<file path="config.mk">
export PLATFORM = sky130hd
export DESIGN_NAME = alu_op_sequencer_flat
export DESIGN_NICKNAME = d
export VERILOG_FILES = /design/src/rtl/alu_pkg.sv /design/src/rtl/alu_op_sequencer_if.sv /design/src/rtl/alu_op_class.sv /design/src/rtl/alu_op_sequencer.sv /design/src/flat_wrapper.sv
export SDC_FILE = /design/constraint.sdc
export NUM_CORES = 1
export LEC_CHECK = 0
export ABC_AREA = 1
export CAP_MARGIN = 30
export CORE_MARGIN = 4
export CORE_UTILIZATION = 35
export CTS_BUF_LIST = sky130_fd_sc_hd__clkbuf_16
export DETAILED_ROUTE_END_ITERATION = 10
export PLACE_DENSITY = 0.66
export SLEW_MARGIN = 20
export SYNTH_ARGS = -nofsm -noshare
export SYNTH_HDL_FRONTEND = slang
export SYNTH_HIERARCHICAL = 1
export SYNTH_SLANG_ARGS = --single-unit
</file>
<file path="constraint.sdc">
create_clock -name clk -period 6.2 [get_ports clk]
set_input_delay 0.62 -clock clk [delete_from_list [all_inputs] [get_ports clk]]
set_output_delay 0.62 -clock clk [all_outputs]
set_load 0.005 [all_outputs]
</file>
<file path="src/rtl/alu_pkg.sv">
// Shared ALU definitions: opcode constants, legal range bounds and sequencer state encoding.
package alu_pkg;

    localparam logic [4:0] OpAdd = 5'b00011;
    localparam logic [4:0] OpSub = 5'b00100;
    localparam logic [4:0] OpMul = 5'b01110;
    localparam logic [4:0] OpDiv = 5'b01111;
    localparam logic [4:0] OpNot = 5'b10001;

    localparam logic [4:0] OpFirst = OpAdd;
    localparam logic [4:0] OpLast  = OpNot;

    // Wide enough for the largest multiply/divide wait (15).
    localparam int unsigned CntW = 4;

    typedef enum logic [2:0] {
        StIdle = 3'd0,
        StExec = 3'd1,
        StWbLo = 3'd2,
        StWbHi = 3'd3,
        StDone = 3'd4
    } seq_state_e;

endpackage

</file>
<file path="src/rtl/alu_op_sequencer_if.sv">
// Request, ALU and write-back signals between control unit, sequencer and ALU.
interface alu_op_sequencer_if #(
    parameter int unsigned WIDTH = 32,
    parameter int unsigned OPW   = 5
) ();

    logic             start;
    logic [OPW-1:0]   opcode;
    logic [WIDTH-1:0] ra_data;
    logic [WIDTH-1:0] rb_data;
    logic [WIDTH-1:0] alu_zhi;
    logic [WIDTH-1:0] alu_zlo;
    logic [OPW-1:0]   alu_opcode;
    logic [WIDTH-1:0] alu_a;
    logic [WIDTH-1:0] alu_b;
    logic             busy;
    logic             wb_en;
    logic             wb_hi;
    logic [WIDTH-1:0] wb_data;
    logic             done;
    logic             illegal;

    modport master (
        output start, opcode, ra_data, rb_data, alu_zhi, alu_zlo,
        input  alu_opcode, alu_a, alu_b, busy, wb_en, wb_hi, wb_data, done, illegal
    );

    modport slave (
        input  start, opcode, ra_data, rb_data, alu_zhi, alu_zlo,
        output alu_opcode, alu_a, alu_b, busy, wb_en, wb_hi, wb_data, done, illegal
    );

endinterface

</file>
<file path="src/rtl/alu_op_class.sv">
// Combinational opcode classifier: legal range check and multiply/divide detection.
module alu_op_class
    import alu_pkg::*;
#(
    parameter int unsigned OPW = 5
) (
    input  logic [OPW-1:0] opcode_i,
    output logic           legal_o,
    output logic           is_md_o
);

    always_comb begin
        legal_o = (opcode_i >= OPW'(OpFirst)) && (opcode_i <= OPW'(OpLast));
        is_md_o = legal_o && ((opcode_i == OPW'(OpMul)) || (opcode_i == OPW'(OpDiv)));
    end

endmodule

</file>
<file path="src/rtl/alu_op_sequencer.sv">
// Issue/retire controller: latches an ALU request, waits for the result, captures it and
// sequences LO (and HI for multiply/divide) register-file write-back.
module alu_op_sequencer
    import alu_pkg::*;
#(
    parameter int unsigned WIDTH   = 32,
    parameter int unsigned OPW     = 5,
    parameter int unsigned MD_WAIT = 4
) (
    input logic               clk,
    input logic               clr,
    alu_op_sequencer_if.slave bus
);

    seq_state_e state_q, state_d;

    logic [OPW-1:0]   op_q;
    logic [WIDTH-1:0] a_q, b_q, zhi_q, zlo_q;
    logic [CntW-1:0]  cnt_q;
    logic             md_q, illegal_q;
    logic             legal, is_md, last_exec;

    logic [OPW-1:0]   alu_opcode;
    logic             busy, wb_en, wb_hi, done;
    logic [WIDTH-1:0] wb_data;

    alu_op_class #(
        .OPW (OPW)
    ) u_class (
        .opcode_i (bus.opcode),
        .legal_o  (legal),
        .is_md_o  (is_md)
    );

    assign last_exec = (cnt_q == CntW'(1));

    always_ff @(posedge clk or posedge clr) begin
        if (clr) begin
            state_q <= StIdle;
        end else begin
            state_q <= state_d;
        end
    end

    always_comb begin
        state_d = state_q;
        unique case (state_q)
            StIdle:  if (bus.start) state_d = legal ? StExec : StDone;
            StExec:  if (last_exec) state_d = StWbLo;
            StWbLo:  state_d = md_q ? StWbHi : StDone;
            StWbHi:  state_d = StDone;
            StDone:  state_d = StIdle;
            default: state_d = StIdle;
        endcase
    end

    always_comb begin
        alu_opcode = '0;
        busy       = (state_q != StIdle);
        wb_en      = 1'b0;
        wb_hi      = 1'b0;
        wb_data    = '0;
        done       = 1'b0;
        unique case (state_q)
            StExec: alu_opcode = op_q;
            StWbLo: begin
                wb_en   = 1'b1;
                wb_data = zlo_q;
            end
            StWbHi: begin
                wb_en   = 1'b1;
                wb_hi   = 1'b1;
                wb_data = zhi_q;
            end
            StDone:  done = 1'b1;
            default: ;
        endcase
    end

    // Operand, counter and result registers; the ALU result is sampled only on the final
    // EXEC edge.
    always_ff @(posedge clk or posedge clr) begin
        if (clr) begin
            op_q      <= '0;
            a_q       <= '0;
            b_q       <= '0;
            zhi_q     <= '0;
            zlo_q     <= '0;
            cnt_q     <= '0;
            md_q      <= 1'b0;
            illegal_q <= 1'b0;
        end else begin
            unique case (state_q)
                StIdle: begin
                    if (bus.start && legal) begin
                        op_q  <= bus.opcode;
                        a_q   <= bus.ra_data;
                        b_q   <= bus.rb_data;
                        md_q  <= is_md;
                        cnt_q <= is_md ? CntW'(MD_WAIT) : CntW'(1);
                    end else if (bus.start) begin
                        illegal_q <= 1'b1;
                    end
                end
                StExec: begin
                    cnt_q <= cnt_q - CntW'(1);
                    if (last_exec) begin
                        zhi_q <= bus.alu_zhi;
                        zlo_q <= bus.alu_zlo;
                    end
                end
                StDone:  illegal_q <= 1'b0;
                default: ;
            endcase
        end
    end

    assign bus.alu_opcode = alu_opcode;
    assign bus.alu_a      = a_q;
    assign bus.alu_b      = b_q;
    assign bus.busy       = busy;
    assign bus.wb_en      = wb_en;
    assign bus.wb_hi      = wb_hi;
    assign bus.wb_data    = wb_data;
    assign bus.done       = done;
    assign bus.illegal    = illegal_q;

endmodule
</file>
<file path="src/flat_wrapper.sv">
// flat-port wrapper written by rule: the top's interface ports become plain ports
module alu_op_sequencer_flat import alu_pkg::*;
#(
    parameter int unsigned WIDTH   = 32,
    parameter int unsigned OPW     = 5,
    parameter int unsigned MD_WAIT = 4
)
  (clk, clr, bus_start, bus_opcode, bus_ra_data, bus_rb_data, bus_alu_zhi, bus_alu_zlo, bus_alu_opcode, bus_alu_a, bus_alu_b, bus_busy, bus_wb_en, bus_wb_hi, bus_wb_data, bus_done, bus_illegal);
  alu_op_sequencer_if #(.WIDTH(WIDTH), .OPW(OPW)) bus_i ();
  input logic clk;
  input logic clr;
  input wire logic [$bits(bus_i.start)-1:0] bus_start;
  input wire logic [$bits(bus_i.opcode)-1:0] bus_opcode;
  input wire logic [$bits(bus_i.ra_data)-1:0] bus_ra_data;
  input wire logic [$bits(bus_i.rb_data)-1:0] bus_rb_data;
  input wire logic [$bits(bus_i.alu_zhi)-1:0] bus_alu_zhi;
  input wire logic [$bits(bus_i.alu_zlo)-1:0] bus_alu_zlo;
  output wire logic [$bits(bus_i.alu_opcode)-1:0] bus_alu_opcode;
  output wire logic [$bits(bus_i.alu_a)-1:0] bus_alu_a;
  output wire logic [$bits(bus_i.alu_b)-1:0] bus_alu_b;
  output wire logic [$bits(bus_i.busy)-1:0] bus_busy;
  output wire logic [$bits(bus_i.wb_en)-1:0] bus_wb_en;
  output wire logic [$bits(bus_i.wb_hi)-1:0] bus_wb_hi;
  output wire logic [$bits(bus_i.wb_data)-1:0] bus_wb_data;
  output wire logic [$bits(bus_i.done)-1:0] bus_done;
  output wire logic [$bits(bus_i.illegal)-1:0] bus_illegal;
  assign bus_i.start = bus_start;
  assign bus_i.opcode = bus_opcode;
  assign bus_i.ra_data = bus_ra_data;
  assign bus_i.rb_data = bus_rb_data;
  assign bus_i.alu_zhi = bus_alu_zhi;
  assign bus_i.alu_zlo = bus_alu_zlo;
  assign bus_alu_opcode = bus_i.alu_opcode;
  assign bus_alu_a = bus_i.alu_a;
  assign bus_alu_b = bus_i.alu_b;
  assign bus_busy = bus_i.busy;
  assign bus_wb_en = bus_i.wb_en;
  assign bus_wb_hi = bus_i.wb_hi;
  assign bus_wb_data = bus_i.wb_data;
  assign bus_done = bus_i.done;
  assign bus_illegal = bus_i.illegal;
  alu_op_sequencer #(.WIDTH(WIDTH), .OPW(OPW), .MD_WAIT(MD_WAIT)) u_core (.clk(clk), .clr(clr), .bus(bus_i));
endmodule
</file>
Word level (Yosys, flattened, before mapping)
Cells that the tools add are included.
{"block": "word_totals", "elab_cells": 53, "input_bits": 136, "register_bits": 142}
{"block": "op_classes", "mux": 16, "eq_ne": 11, "n_lt_le_gt_ge": 2, "n_reduce_logical": 14, "n_addsub": 1}
{"cell": "one-hot mux 32 bit (2 select lines)", "count": 1}
{"cell": "2-to-1 mux 3 bit", "count": 5}
{"cell": "one-hot mux 3 bit (4 select lines)", "count": 1}
{"cell": "equality test 5 x 4 -> 1 bit (second input constant)", "count": 2}
{"cell": "one-hot mux 4 bit (2 select lines)", "count": 1}
{"cell": "AND reduction 2 bit", "count": 4}
{"cell": "equality test 3 x 2 -> 1 bit (second input constant)", "count": 2}
{"cell": "greater-or-equal comparator 5 x 2 -> 1 bit (second input constant)", "count": 1}
{"cell": "<= comparator 5 bit (second input constant)", "count": 1}
{"cell": "2-to-1 mux 1 bit", "count": 5}
{"cell": "2-to-1 mux 5 bit", "count": 1}
{"cell": "equality test 4 x 1 -> 1 bit (second input constant)", "count": 1}
{"cell": "2-to-1 mux 4 bit", "count": 1}
{"cell": "inequality test 2 x 1 -> 1 bit (second input constant)", "count": 2}
{"cell": "inequality test 2 bit (second input constant)", "count": 2}
{"cell": "nonzero test 2 bit", "count": 2}
{"cell": "subtractor 4 x 1 -> 4 bit (second input constant)", "count": 1}
{"cell": "equality test 3 x 1 -> 1 bit (second input constant)", "count": 1}
{"cell": "equality test 3 bit (second input constant)", "count": 1}
{"cell": "logical AND 1 bit", "count": 3}
{"cell": "logical NOT 3 bit", "count": 1}
{"cell": "AND reduction 3 bit", "count": 1}
{"cell": "nonzero test 3 bit", "count": 1}
{"cell": "one-hot mux 1 bit (2 select lines)", "count": 1}
{"cell": "other kinds (2)", "count": 2}

Depth between registers and ports, before layout
Gate-level depths: netlist (run 1).
{"block": "logic_depth", "depth_word": 6, "ltp_mapped": 11}

Modules after synthesis
The synthesis (run 1) kept the hierarchy.
{"mod": "alu_op_sequencer", "cells_each": 760, "n_inst": 1, "seq_area_each_um2": 3553.4, "area_each_um2": 6228.5}
{"mod": "alu_op_class", "cells_each": 10, "n_inst": 1, "seq_area_each_um2": 0.0, "area_each_um2": 42.5}

Worst setup path before layout (run 1)
Ideal clock, no wire load.
{"block": "synth_timing", "path_type": "reg-to-output", "start": "reg u_core.state_q[0]", "end": "out bus_wb_data[12]", "stages_incl_launch_ff": 6, "setup_slack_ns": 4.419, "n_path_buf": 2, "t_arrival_ns": 1.161, "cell_sequence": "dfrtp_1 buf_4 nor2_1 clkbuf_1 nand3_1 nand2_1"}
{"block": "synth_between", "elab_chain_len": 2, "elab_cells_between_ends": 3, "classes_between": "2 x eq/ne; 1 x mux"}
{"item": "start: declaration", "line": "alu_op_sequencer.sv:15", "source": "seq_state_e state_q, state_d;"}
{"item": "start signal: assignment", "line": "alu_op_sequencer.sv:39", "source": "state_q <= StIdle;"}
{"item": "start signal: assignment", "line": "alu_op_sequencer.sv:41", "source": "state_q <= state_d;"}
{"item": "equality test 3 x 2 -> 1 bit", "line": "alu_op_sequencer.sv:64", "source": "unique case (state_q)"}
{"item": "one-hot mux 32 bit (2 select lines) *", "line": "alu_op_sequencer.sv:64"}
{"item": "end: declaration", "line": "flat_wrapper.sv:24", "source": "output wire logic [$bits(bus_i.wb_data)-1:0] bus_wb_data;"}
Every way passes the cells marked *; elsewhere a longest branch is shown, timed or not.

Worst setup path in the final report (run 1)
{"block": "layout_timing", "start": "reg u_core.state_q[1]", "end": "out bus_wb_data[8]"}
Same word-level chain as after synthesis.

==> flow_metrics.py, run 1 <==
metrics = {
    "global_routing": {
        "grt_pass1_vias": 5764,
        "grt_pass1_wl_um": 29900,
        "track_usage_pct": 18.7,
        "grt_remaining_overflow": 0,
        "grt_max_degree": 92,
        "grt_antenna_before_repair": 1,
    },
    "worst_setup_path": {
        "rr_startpoint": "u_core/cnt_q[1]",
        "ff2ff_path_depth": 8,
        "arrival_ps": 2670,
        "start_kind": "flop",
        "r2r-end": "u_core/zlo_q[28]",
        "worstPathRequired_ps": 5580,
        "crit_path_max_fanout": 36,
        "worst_setup_path_end_kind": "output port",
        "reg2reg_slack_ps": 3870,
        "path_class": "reg -> out",
    },
    "die": {
        "start_util_pct": 36.0,
        "die_w_um": 142,
        "die_h_um": 142,
        "design.portCount": 242,
        "coreArea_um2": 17400,
        "die_area_um2": 20100,
        "core.rowCount": 48,
    },
    "clock_tree": {
        "cts_resized": 0,
        "postCtsHoldBufs": 0,
        "cts_tree": "built",
        "clk_path_buf_depth": 2,
        "cts_sinks": 142,
        "htreeDepth": 4,
        "cts-buffers-inserted": 17,
        "cts_root_buffer": "clkbuf_16",
        "clock_latency_ps": 420,
        "post_cts_buffers": 0,
        "clk_pin_slew_ps": 60,
    },
    "timing": {
        "slew_headroom_pct": 49.9,
        "skew_ps": 15.8,
        "drv_slew": 0,
        "whs_ps": 470,
        "rsz0062_at_grt": "false",
        "fmax_mhz": 304,
        "setup-tns-final_ps": 0,
        "timing.final.crit_share_pct": 53.1,
        "tightest_slew_ps": 751,
        "hold_viol": 0,
        "finalCriticalPeriod_ps": 3290,
        "setup_viol": 0,
    },
    "final_layout": {
        "final_common_cell": "nand2_1",
        "nNetsFinal": 1129,
        "mostFrequentLayoutCells": "nand2_1, clkdlybuf4s50_1, dfrtp_1, nand3_1",
        "drive_gt1_share_pct": 5.28,
        "area_growth_pct": 49.7,
        "num_antenna_cells": 0,
    },
    "flow_run": {
        "drv_cap": 0,
    },
    "yosys": {
        "synth_top_area_cell": "dfrtp_1",
        "synth_top_area_share_pct": 56.7,
        "avgSynthCellArea_um2": 8.14,
        "netlist_area_um2": 6270,
        "ys_ff_latch": 142,
        "synth_warnings": 6,
        "synth.area.top_cells": "dfrtp_1, nand2_1, nand3_1",
        "syn-num-nets": 908,
        "netlist_instances": 770,
        "ys_seq_area_share_pct": 56.7,
        "yosysUniqueCellTypes": 25,
    },
    "route": {
        "dr_total_vias": 5737,
        "drc": 0,
        "first_pass_iters": 6,
        "wl_per_cell_um": 15.3,
        "ant_nets": 0,
        "avgViaCountPerCell": 4.67,
        "drt-initial-drc-count": 299,
        "routed_wl_um": 18800,
    },
    "power_and_ir_drop": {
        "ir_drop_v": 0.000222,
        "p_per_area_nw_per_um2": 476,
        "total_leakage_power_nw": 4.63,
    },
    "min_path": {
        "holdPathStages": 2,
        "hold_class": "reg -> reg",
        "worstHoldEndpoint": "u_core/zhi_q[8]",
        "worstHoldStart": "u_core/zhi_q[8]",
    },
    "status": {
        "status": "finished, final reports clean",
    },
    "placed_design": {
        "dp_hpwl_um": 12600,
        "place_congestion": 0.825,
        "port-buffer-count": 241,
    },
}
## worst max path at each step
stage                                 start              endpoint  depth (start not counted)
after floorplan                         clr   u_core/bus.alu_a[0]                          1
after global placement        bus_opcode[3]  u_core/bus.alu_b[20]                          9
after detailed placement      bus_opcode[3]  u_core/bus.alu_b[20]                          9
after CTS                 u_core/state_q[1]        bus_wb_data[8]                          8
after global routing      u_core/state_q[1]        bus_wb_data[8]                          8
final                     u_core/state_q[1]        bus_wb_data[8]                          8
## layer usage
metal	GRT usage [%]	up-vias	routed length (um)
met3	9.00	15	2360
li1	-	2839	-
met1	23.6	2647	7650
met4	5.71	2	210
met2	28.5	234	8510
met5	0	-	20
## cells in the mapped netlist
cell	count
nand2_1	413
dfrtp_1	142
nand3_1	108
buf_2	25
inv_1	17
nor2_1	12
o21ai_0	10
buf_6	9
clkbuf_1	9
buf_4	3
nor2_4	3
a21oi_1	2
ha_1	2
inv_2	2
nand2_4	2
nand4_1	2
buf_1	1
inv_4	1
nand2_2	1
nand3_2	1
nand3b_1	1
nor2_2	1
nor2_8	1
nor3_1	1
xor2_1	1
## stage by stage
step / cell area, um2 / util (%) / std cells / power, mW / worst slack [ps]
global placement: 8740 / 50.2 / 1196 / 3.39 / 3240
detailed placement: 8740 / 50.2 / 1196 / 3.42 / 3220
finish: 9390 / 53.9 / 1229 / 4.47 / 2910
CTS: 9360 / 53.7 / 1228 / 4.53 / 2860
global route: 9390 / 53.9 / 1229 / 4.81 / 2710
floorplan: 6270 / - / 770 / 2.54 / 1770
## sequential cells by signal, summed over array words and instances, names as in the netlist
signal	cells
u_core/op_q	5
u_core/state_q	3
u_core/bus.alu_a	32
u_core/zlo_q	32
u_core/bus.illegal	1
u_core/zhi_q	32
u_core/bus.alu_b	32
u_core/md_q	1
u_core/cnt_q	4
## cells by family (layout without fill, tap and decap cells)
group           Yosys count  after routing  share of synthesized area [%]
flops                   142            142                           56.7
buf+inv                  67            301                           5.81
simple gates            546            546                           36.0
compound gates           12             12                          0.958
xor+xnor                  1              1                          0.140
fa+ha+maj                 2              2                          0.399
## cell type report
cell class | instances | area [um2]
fill | 1621 | 8030
timing repair buffer | 249 | 2490
tap | 225 | 282
multi-input combinational | 561 | 2360
clock inverter | 15 | 195
sequential | 142 | 3550
clock buffer | 17 | 425
inverter | 20 | 82.6
## worst max-delay path, stage by stage, from the launching register on
cell             delay (ps)
dfrtp_1                 320
buf_4                   400
inv_2                   120
nor2_4                  140
nand2_1                  70
inv_2                   450
nand2_1                 120
nand2_1                  90
clkdlybuf4s50_1         540
## power breakdown
part           total [mW]  internal, mW  switching [mW]
clock                1.08         0.672           0.404
sequential           1.65          1.38           0.270
combinational        1.75         0.847           0.901
Note: power is estimated with default switching activity, not from simulation.
==> run 2, diff against run 1 <==
--- a/config.mk
+++ b/config.mk
@@ -11,7 +11,7 @@
 export CORE_UTILIZATION = 35
 export CTS_BUF_LIST = sky130_fd_sc_hd__clkbuf_16
 export DETAILED_ROUTE_END_ITERATION = 10
-export PLACE_DENSITY = 0.66
+export PLACE_DENSITY = 0.69
 export SLEW_MARGIN = 20
 export SYNTH_ARGS = -nofsm -noshare
 export SYNTH_HDL_FRONTEND = slang
==> constraint.sdc (replaced) <==
create_clock -name clk -period 2.8 [get_ports clk]
set_input_delay 0.28 -clock clk [delete_from_list [all_inputs] [get_ports clk]]
set_output_delay 0.28 -clock clk [all_outputs]
set_load 0.005 [all_outputs]
==> run 2 against run 1 <==
Effect of this change:
- die area did not move
- total power up 120%
- via count grew 0.84%
- largest cell class unchanged
- setup slack lost 2600 ps
- sequential share of layout area is 0.18 points higher
- global-route usage hardly changed
- critical path depth is 3 lower
- largest power group unchanged
- first-iteration DRC count up 0.67%
- cell count is the same
==> flow_metrics.py, run 2 (synthesis gave the netlist of run 1 again) <==
metrics = {
    "worst_setup_path": {
        "path_class": "reg -> out",
        "start_kind": "flop",
        "cp_num_buf_inv": 2,
        "worst_setup_path_end_kind": "output port",
        "path_common_cell": "nand2_1",
        "worstPathRequired_ps": 2520,
        "crit_path_max_fanout": 33,
        "crit_chain": "nand2_1 > clkinv_2 > nand2_1 > nand2_1 > clkdlybuf4s50_1",
        "slowest_delay_ps": 520,
        "cpMaxStageDelayCell": "dfrtp_1",
        "arrival_ps": 2230,
        "critPathTopFamily": "buffers and inverters",
    },
    "final_layout": {
        "area_growth_pct": 49.0,
        "mostFrequentLayoutCells": "nand2_1, clkdlybuf4s50_1, dfrtp_1, nand3_1, clkbuf_16",
        "drive_gt1_share_pct": 5.48,
        "nNetsFinal": 1129,
        "final_common_cell": "nand2_1",
        "num_antenna_cells": 0,
        "final_util_pct": 53.6,
    },
    "power_and_ir_drop": {
        "total_leakage_power_nw": 4.61,
        "p_per_area_nw_per_um2": 1040,
        "power_mw": 9.69,
        "ir_drop_v": 0.000518,
    },
    "global_routing": {
        "grt_pass1_vias": 5705,
        "grt_pass1_wl_um": 30100,
        "grt_max_degree": 143,
        "grt_antenna_before_repair": 0,
        "grt_remaining_overflow": 0,
        "track_usage_pct": 18.7,
    },
    "timing": {
        "rsz0062_at_grt": "false",
        "slew_headroom_pct": 45.5,
        "setup-tns-final_ps": 0,
        "finalCriticalPeriod_ps": 2510,
        "fmax_mhz": 399,
        "skew_ps": 10.1,
        "drv_slew": 0,
        "tightest_slew_ps": 818,
        "setup_viol": 0,
        "hold_viol": 0,
        "timing.final.crit_share_pct": 89.5,
    },
    "placed_design": {
        "port-buffer-count": 241,
        "dp_hpwl_um": 12000,
        "place_congestion": 0.787,
    },
    "clock_tree": {
        "clk_pin_slew_ps": 70,
        "post_cts_buffers": 0,
        "cts_tree": "built",
        "clk_path_buf_depth": 2,
        "cts_resized": 0,
        "postCtsHoldBufs": 0,
        "cts-buffers-inserted": 17,
        "cts_root_buffer": "clkbuf_16",
        "htreeDepth": 4,
        "cts_sinks": 142,
        "clock_latency_ps": 420,
    },
    "route": {
        "first_pass_iters": 6,
        "dr_total_vias": 5785,
        "maxUsedRoutingLayer": "met4",
        "drc": 0,
        "met2_length_um": 8270,
        "route.met3.wl_um": 2150,
        "routed_wl_um": 18400,
        "drt-initial-drc-count": 301,
        "avgViaCountPerCell": 4.71,
        "ant_nets": 0,
        "wl_per_cell_um": 15.0,
        "wl_met1_um": 7770,
    },
    "min_path": {
        "hold_class": "in -> reg",
    },
    "die": {
        "design.portCount": 242,
        "die_w_um": 142,
        "coreArea_um2": 17400,
        "core.rowCount": 48,
        "die_h_um": 142,
        "die_area_um2": 20100,
        "start_util_pct": 36.0,
    },
    "flow_run": {
        "drv_cap": 0,
    },
    "status": {
        "status": "finished, final reports clean",
    },
}
[run 2: cell count changes in the layout (fill, tap and decap cells not counted)]
cell / change
inv_2: -1
buf_4: -1
inv_6: +4
inv_8: +4
bufinv_16: -4
clkinvlp_4: -2
buf_12: +2
clkinv_8: +1
buf_16: -1
inv_1: -2
[run 2: final cells by class]
type | instances | area (um2)
Clock inverter | 15 | 145
Sequential cell | 142 | 3550
Multi-Input combinational cell | 561 | 2360
Fill cell | 1623 | 8080
Timing Repair Buffer | 249 | 2500
Tap cell | 225 | 282
Clock buffer | 17 | 425
Inverter | 20 | 82.6
[run 2: power breakdown]
group          internal (mW)  switching [mW]  leakage (nW)
combinational           1.88            1.99          2.58
sequential              3.05           0.579          1.75
clock                   1.19            1.00         0.284
[run 2: worst min-delay path: stages]
cell and delay, ps:
clkdlybuf4s50_1 390, nand2_1 60, nand2_1 40
[run 2: layer usage]
layer  global-route usage [%]  vias to the layer above
met4                     5.30                        0
li1                         -                     2847
met2                     28.0                      230
met1                     24.7                     2691
met3                     8.26                       17
met5                        0                        -
[run 2: final timing paths]
path	startpoint	to	slack, ps	cells after the start
worst max register to register	u_core/state_q[1]	u_core/state_q[0]	790	6
min in group asynchronous	clr	u_core/zhi_q[11]	400	3
worst min register to register	u_core/zlo_q[7]	u_core/zlo_q[7]	470	2
max in group asynchronous	clr	u_core/cnt_q[3]	1760	3
worst min-delay path	bus_rb_data[31]	u_core/bus.alu_b[31]	380	3
worst max-delay path	u_core/state_q[0]	bus_wb_data[7]	290	5
[run 2: metrics by stage]
| step | setup slack [ps] | cell area [um2] | hold slack [ps] | std cells |
|---|---|---|---|---|
| after floorplan | 743 | 6270 | 390 | 770 |
| after global placement | 591 | 8770 | 453 | 1197 |
| after detailed placement | 547 | 8770 | 459 | 1197 |
| after CTS | 104 | 9340 | 364 | 1229 |
| after global routing | 77.3 | 9340 | 372 | 1229 |
| final | 293 | 9340 | 383 | 1229 |
==> run 3, diff against run 2 <==
--- a/config.mk
+++ b/config.mk
@@ -12,7 +12,6 @@
 export CTS_BUF_LIST = sky130_fd_sc_hd__clkbuf_16
 export DETAILED_ROUTE_END_ITERATION = 10
 export PLACE_DENSITY = 0.69
-export SLEW_MARGIN = 20
 export SYNTH_ARGS = -nofsm -noshare
 export SYNTH_HDL_FRONTEND = slang
 export SYNTH_HIERARCHICAL = 1
==> results of run 3 <==
Same layout as run 2: the final DEF is identical, and so are final timing and power.
==> patch 1, RTL diff (config.mk and constraints of run 2) <==
Re-encode `seq_state_e` (5 states) as Gray code, 3 bits wide.
--- a/src/rtl/alu_pkg.sv
+++ b/src/rtl/alu_pkg.sv
@@ -15,9 +15,9 @@
 
     typedef enum logic [2:0] {
-        StIdle = 3'd0,
-        StExec = 3'd1,
-        StWbLo = 3'd2,
-        StWbHi = 3'd3,
-        StDone = 3'd4
+        StIdle = 3'b000,
+        StExec = 3'b001,
+        StWbLo = 3'b011,
+        StWbHi = 3'b010,
+        StDone = 3'b110
     } seq_state_e;
 
Formal check against the unedited RTL: no difference found for any inputs over 4 cycles, from zero or initial values; so few cycles prove little.
==> patch 1 against run 2 <==
Sequential share of layout area barely moved; power rose by 1.2%; sequential cell count did not move; critical path depth rose by 2; area after synthesis fell by 0.60%; wire length fell by 1.4%; worst setup slack got worse by 0.018 ns; clock power rose by 7%; design area barely moved; cell count fell by 0.57%; via count fell by 1.1%; utilization rose by 0.20 points.
==> patch 1: results (changes against run 2) <==
** Pwr
- The maximum resistive drop on vdd is 0.491 mV (-5.3%).
- Leakage power total :: 4.59 nW (-0.37%)

** Status
- Result of the run :: finished clean

** Logic synthesis
- Top area cells in the synthesized netlist :: dfrtp_1 (57%), nand2_1 (25%), nand3_1 (8.4%)
- The net count of the mapped netlist was 898 (-1.1%).
- Compound-Gate Fraction of Synth Area :: 0.00883 (-0.000745)
- By count the netlist is led by nand2_1 (408), dfrtp_1 (142), nand3_1 (105).
- Synthesized instance count :: 760 (-1.3%)
- Fraction of the mapped netlist area in adder cells :: 0.00401 (+0.0000240)
- The share of synthesized area occupied by flip-flops and latches came to 0.570 (+0.00341).
- Post-synthesis xor/xnor area fraction :: 0.00141 (+0.00000841)
- Post-synthesis cell type count :: 24 (-4.0%)

** Drt
- The number of iterations in the first detailed-routing pass is 5 (-1).
- The wire length per cell after detailed routing was 14.9 µm (-0.86%).
- Number of DRC markers after the initial detailed-route iteration :: 282 (-6.3%)
- Routed via count :: 5,719 (-1.1%)

** Placed design
- The last weighted congestion value of the routability-driven placer is 0.777 (-1.2%).
- Post-detailed-placement half-perimeter wirelength :: 12,300 µm (+2.3%)
- The placement-stage worst setup slack is 0.572 ns (+0.0242 ns).

** STA
- The setup skew after layout was 0.00808 ns (-0.00206 ns).
- The transition at the pin with the smallest max-transition slack was 0.710 ns (-0.108 ns).
- Fmax :: 0.396 GHz (-0.72%)

** GRT
- The total track usage was 0.182 (-0.00536).
- The maximum number of pins on one net before global-route repair came to 65 (-55%).
- The global-route wire length before repair came to 29,300 µm (-2.7%).

** Layout
- Layout cells sized above 1 :: 0.0542 (-0.000618)
- Final-stage net count :: 1,122 (-0.62%)
- Number of fill cells in the layout :: 1,669 (+2.8%)
- Final non-filler cell total :: 1,222 (-0.57%)

** Worst setup path
- The longest individual stage delay on the worst path is 0.44 ns (-0.08 ns).

** CTS
- The cell sitting at the root of the clock tree is a clkbuf_16.

** Worst hold path
- The worst hold path belongs to the class input port to async pin.
[patch 1: timing repair]
action / 4_1_cts / 5_1_grt
endpoints found under the hold margin: 0 / 0
setup buffers: 0 / 0
setup endpoints to repair: 0 / 1
resized for setup: 0 / 1
[patch 1: final cells by class]
type / count / area (µm²) / area share
tap: 225 / 282 / 0.0301
timing repair buffer: 251 / 2510 / 0.269
inverter: 22 / 87.6 / 0.00937
clock inverter: 15 / 185 / 0.0198
clock buffer: 17 / 425 / 0.0455
sequential: 142 / 3550 / 0.380
multi-input combinational: 550 / 2300 / 0.246
[patch 1: path summary, 6_finish.rpt]
check                                        from              endpoint  depth (start not counted)
max in group asynchronous                     clr        u_core/op_q[4]                          3
worst min-delay path                          clr   u_core/bus.alu_b[9]                          2
worst min register to register   u_core/zhi_q[17]      u_core/zhi_q[17]                          2
worst max register to register  u_core/state_q[1]      u_core/zlo_q[23]                          6
worst max-delay path            u_core/state_q[1]       bus_wb_data[22]                          7
min in group clk                  bus_ra_data[18]  u_core/bus.alu_a[18]                          3
[patch 1: through the flow]
stage	utilization	instance area [µm²]	hold WS [ns]	power, mW
floorplan	-	6240	0.390	5.53
global placement	0.503	8730	0.454	7.44
detailed placement	0.503	8730	0.459	7.53
CTS	0.538	9340	0.148	9.94
global route	0.538	9340	0.166	10.6
finish	0.538	9340	0.155	9.81
[patch 1: where the power goes]
group,total [mW],internal [mW],switching (mW),leakage [nW]
clock,2.34,1.42,0.919,0.292
combinational,3.85,1.93,1.92,2.57
sequential,3.62,3.05,0.568,1.73
[patch 1: layer usage]
metal | up-vias | global-route usage | wire length [µm]
met3 | 17 | 0.0762 | 1950
met4 | 0 | 0.0455 | 211
met5 | - | 0 | 0
met2 | 227 | 0.282 | 8190
li1 | 2822 | - | -
met1 | 2653 | 0.238 | 7810
==> patch 2, RTL diff (settings of run 2) <==
Without the edit above. `WIDTH` is set to 32 in 3 places; all go to 40.
--- a/src/rtl/alu_op_sequencer_if.sv
+++ b/src/rtl/alu_op_sequencer_if.sv
@@ -1,5 +1,5 @@
 // Request, ALU and write-back signals between control unit, sequencer and ALU.
 interface alu_op_sequencer_if #(
-    parameter int unsigned WIDTH = 32,
+    parameter int unsigned WIDTH = 40,
     parameter int unsigned OPW   = 5
 ) ();
--- a/src/rtl/alu_op_sequencer.sv
+++ b/src/rtl/alu_op_sequencer.sv
@@ -4,5 +4,5 @@
     import alu_pkg::*;
 #(
-    parameter int unsigned WIDTH   = 32,
+    parameter int unsigned WIDTH   = 40,
     parameter int unsigned OPW     = 5,
     parameter int unsigned MD_WAIT = 4
--- a/src/flat_wrapper.sv
+++ b/src/flat_wrapper.sv
@@ -2,5 +2,5 @@
 module alu_op_sequencer_flat import alu_pkg::*;
 #(
-    parameter int unsigned WIDTH   = 32,
+    parameter int unsigned WIDTH   = 40,
     parameter int unsigned OPW     = 5,
     parameter int unsigned MD_WAIT = 4
Ports: changed (7 resized); port bits go from 242 to 298. No check against the original RTL was run, so the function may have changed too.
==> patch 2 against run 2 <==
Worst setup slack improved by 0.081 ns; area after synthesis rose by 21%; maximum frequency rose by 3.3%; sequential cell count rose by 32; design area increased by 22%; largest cell class unchanged; largest power group unchanged; power is 19% higher; wire length up 28%.
==> patch 2: results (changes against run 2) <==
** Status
- The run finished with clean final reports.

** Pwr
- The maximum resistive drop on vdd came to 0.489 mV (-5.5%).
- The reported net switching power was 4.27 mW (+20%).
- The cell leakage power is 5.58 nW (+21%).

** Worst setup path
- The top fanout value on the critical path was 40 (+21%).
- The longest individual stage delay on the worst path came to 0.54 ns (+0.02 ns).
- Worst reg-to-reg path cell count :: 7 (+1)
- Data arrival time of the critical path :: 2.15 ns (-0.08 ns)

** Logic synthesis
- Post-synthesis cell type count :: 22 (-12%)
- Ranked by total cell area, the synthesized netlist is headed by dfrtp_1 (57%), nand2_1 (25%), nand3_1 (8.8%).
- Most used standard cells in the synthesized netlist :: nand2_1 (510), dfrtp_1 (174), nand3_1 (133)
- Portion of the post-synthesis area used by sequential elements :: 0.574 (+0.00714)
- Synthesized net count :: 1,104 (+22%)
- Among all flip-flop cells after synthesis, the most frequent one is dfrtp_1.

** GRT
- Maximum number of pins on one net before global-route repair :: 103 (-28%)
- Number of antenna violations at the first check in global routing :: 0 (unchanged)
- Vias in the first global route :: 6,856 (+20%)
- Wire length of the first global-routing pass :: 37,400 µm (+24%)
- Overall track demand over capacity in global routing :: 0.194 (+0.00654)

** Placed design
- The last weighted congestion value of the routability-driven placer came to 0.807 (+2.5%).
- The placement-stage worst setup slack came to 0.775 ns (+0.228 ns).
- Standard cell area after detailed placement :: 10,800 µm² (+23%)
- The estimated wirelength of the detail-placed design came to 15,900 µm (+32%).
- Input/output buffers :: 297 (+23%)

** Layout
- The total inserted antenna cells is 0 (unchanged).
- The fraction of layout cells with a size suffix above 1 came to 0.0468 (-0.00794).
- The number of filler cells placed in the layout came to 1,971 (+21%).

** Drt
- The wire length reported by the detailed router was 23,500 µm (+28%).
- The number of iterations in the first detailed-routing pass is 5 (-1).
- The via count came to 7,004 (+21%).
- Number of DRC markers after the initial detailed-route iteration :: 449 (+49%)

** STA
- The setup skew after layout was 0.0132 ns (+0.00307 ns).
- The remaining max-slew budget at the tightest pin is 0.616 (+0.161).

** Worst hold path
- The worst hold path belongs to the class input port to async pin.

** CTS
- Number of buffers on the longest clock path :: 2 (unchanged)
[patch 2: final cells by class]
| type | instances | share of cell area |
|---|---|---|
| Clock buffer | 17 | 0.0375 |
| Tap cell | 275 | 0.0303 |
| Sequential cell | 174 | 0.384 |
| Clock inverter | 15 | 0.0119 |
| Inverter | 20 | 0.00694 |
| Timing Repair Buffer | 310 | 0.280 |
| Multi-Input combinational cell | 681 | 0.249 |
[patch 2: worst register-to-register path, cell delays in order (launching register included)]
cell and delay, ns:
dfrtp_2 0.40, buf_4 0.29, nor2_8 0.21, nand2_2 0.10
nor2_4 0.13, buf_4 0.33, nand2_1 0.13, o21ai_0 0.10
[patch 2: worst paths after layout]
check | from | end | slack (ns)
worst min register to register | u_core/zhi_q[12] | u_core/zhi_q[12] | 0.47
worst max register to register | u_core/state_q[1] | u_core/op_q[1] | 1.04
min in group clk | bus_ra_data[10] | u_core/bus.alu_a[10] | 0.38
worst max-delay path | u_core/state_q[0] | bus_wb_data[19] | 0.37
max in group asynchronous | clr | u_core/state_q[1] | 1.94
worst min-delay path | clr | u_core/zhi_q[23] | 0.35
[patch 2: logic make-up after synthesis]
group	Yosys count	share of synthesized area
simple gates	666	0.358
flops	174	0.574
buf+inv	79	0.0557
compound gates	12	0.00791
fa+ha+maj	2	0.00330
xor+xnor	1	0.00115
[patch 2: per-layer routing]
metal  wire length, µm  vias to the layer above  global-route usage
li1                  -                     3449                   -
met1              9720                     3253               0.247
met2             11100                      275               0.309
met3              2300                       27              0.0762
met4               433                        0              0.0525
met5                 0                        -                   0
[patch 2: power groups by stage]
| stage | Sequential, mW | Combinational, mW | Clock (mW) |
|---|---|---|---|
| global route | 4.59 | 5.44 | 2.45 |
| finish | 4.45 | 4.85 | 2.25 |
| global placement | 4.44 | 4.85 | 0 |
| floorplan | 4.36 | 2.45 | 0 |
| CTS | 4.45 | 4.95 | 2.34 |
| detailed placement | 4.46 | 4.92 | 0 |
[patch 2: stage by stage]
step	total power, mW	std cells
after floorplan	6.81	934
after global placement	9.29	1460
after detailed placement	9.38	1460
after CTS	11.7	1492
after global routing	12.5	1492
final	11.6	1492
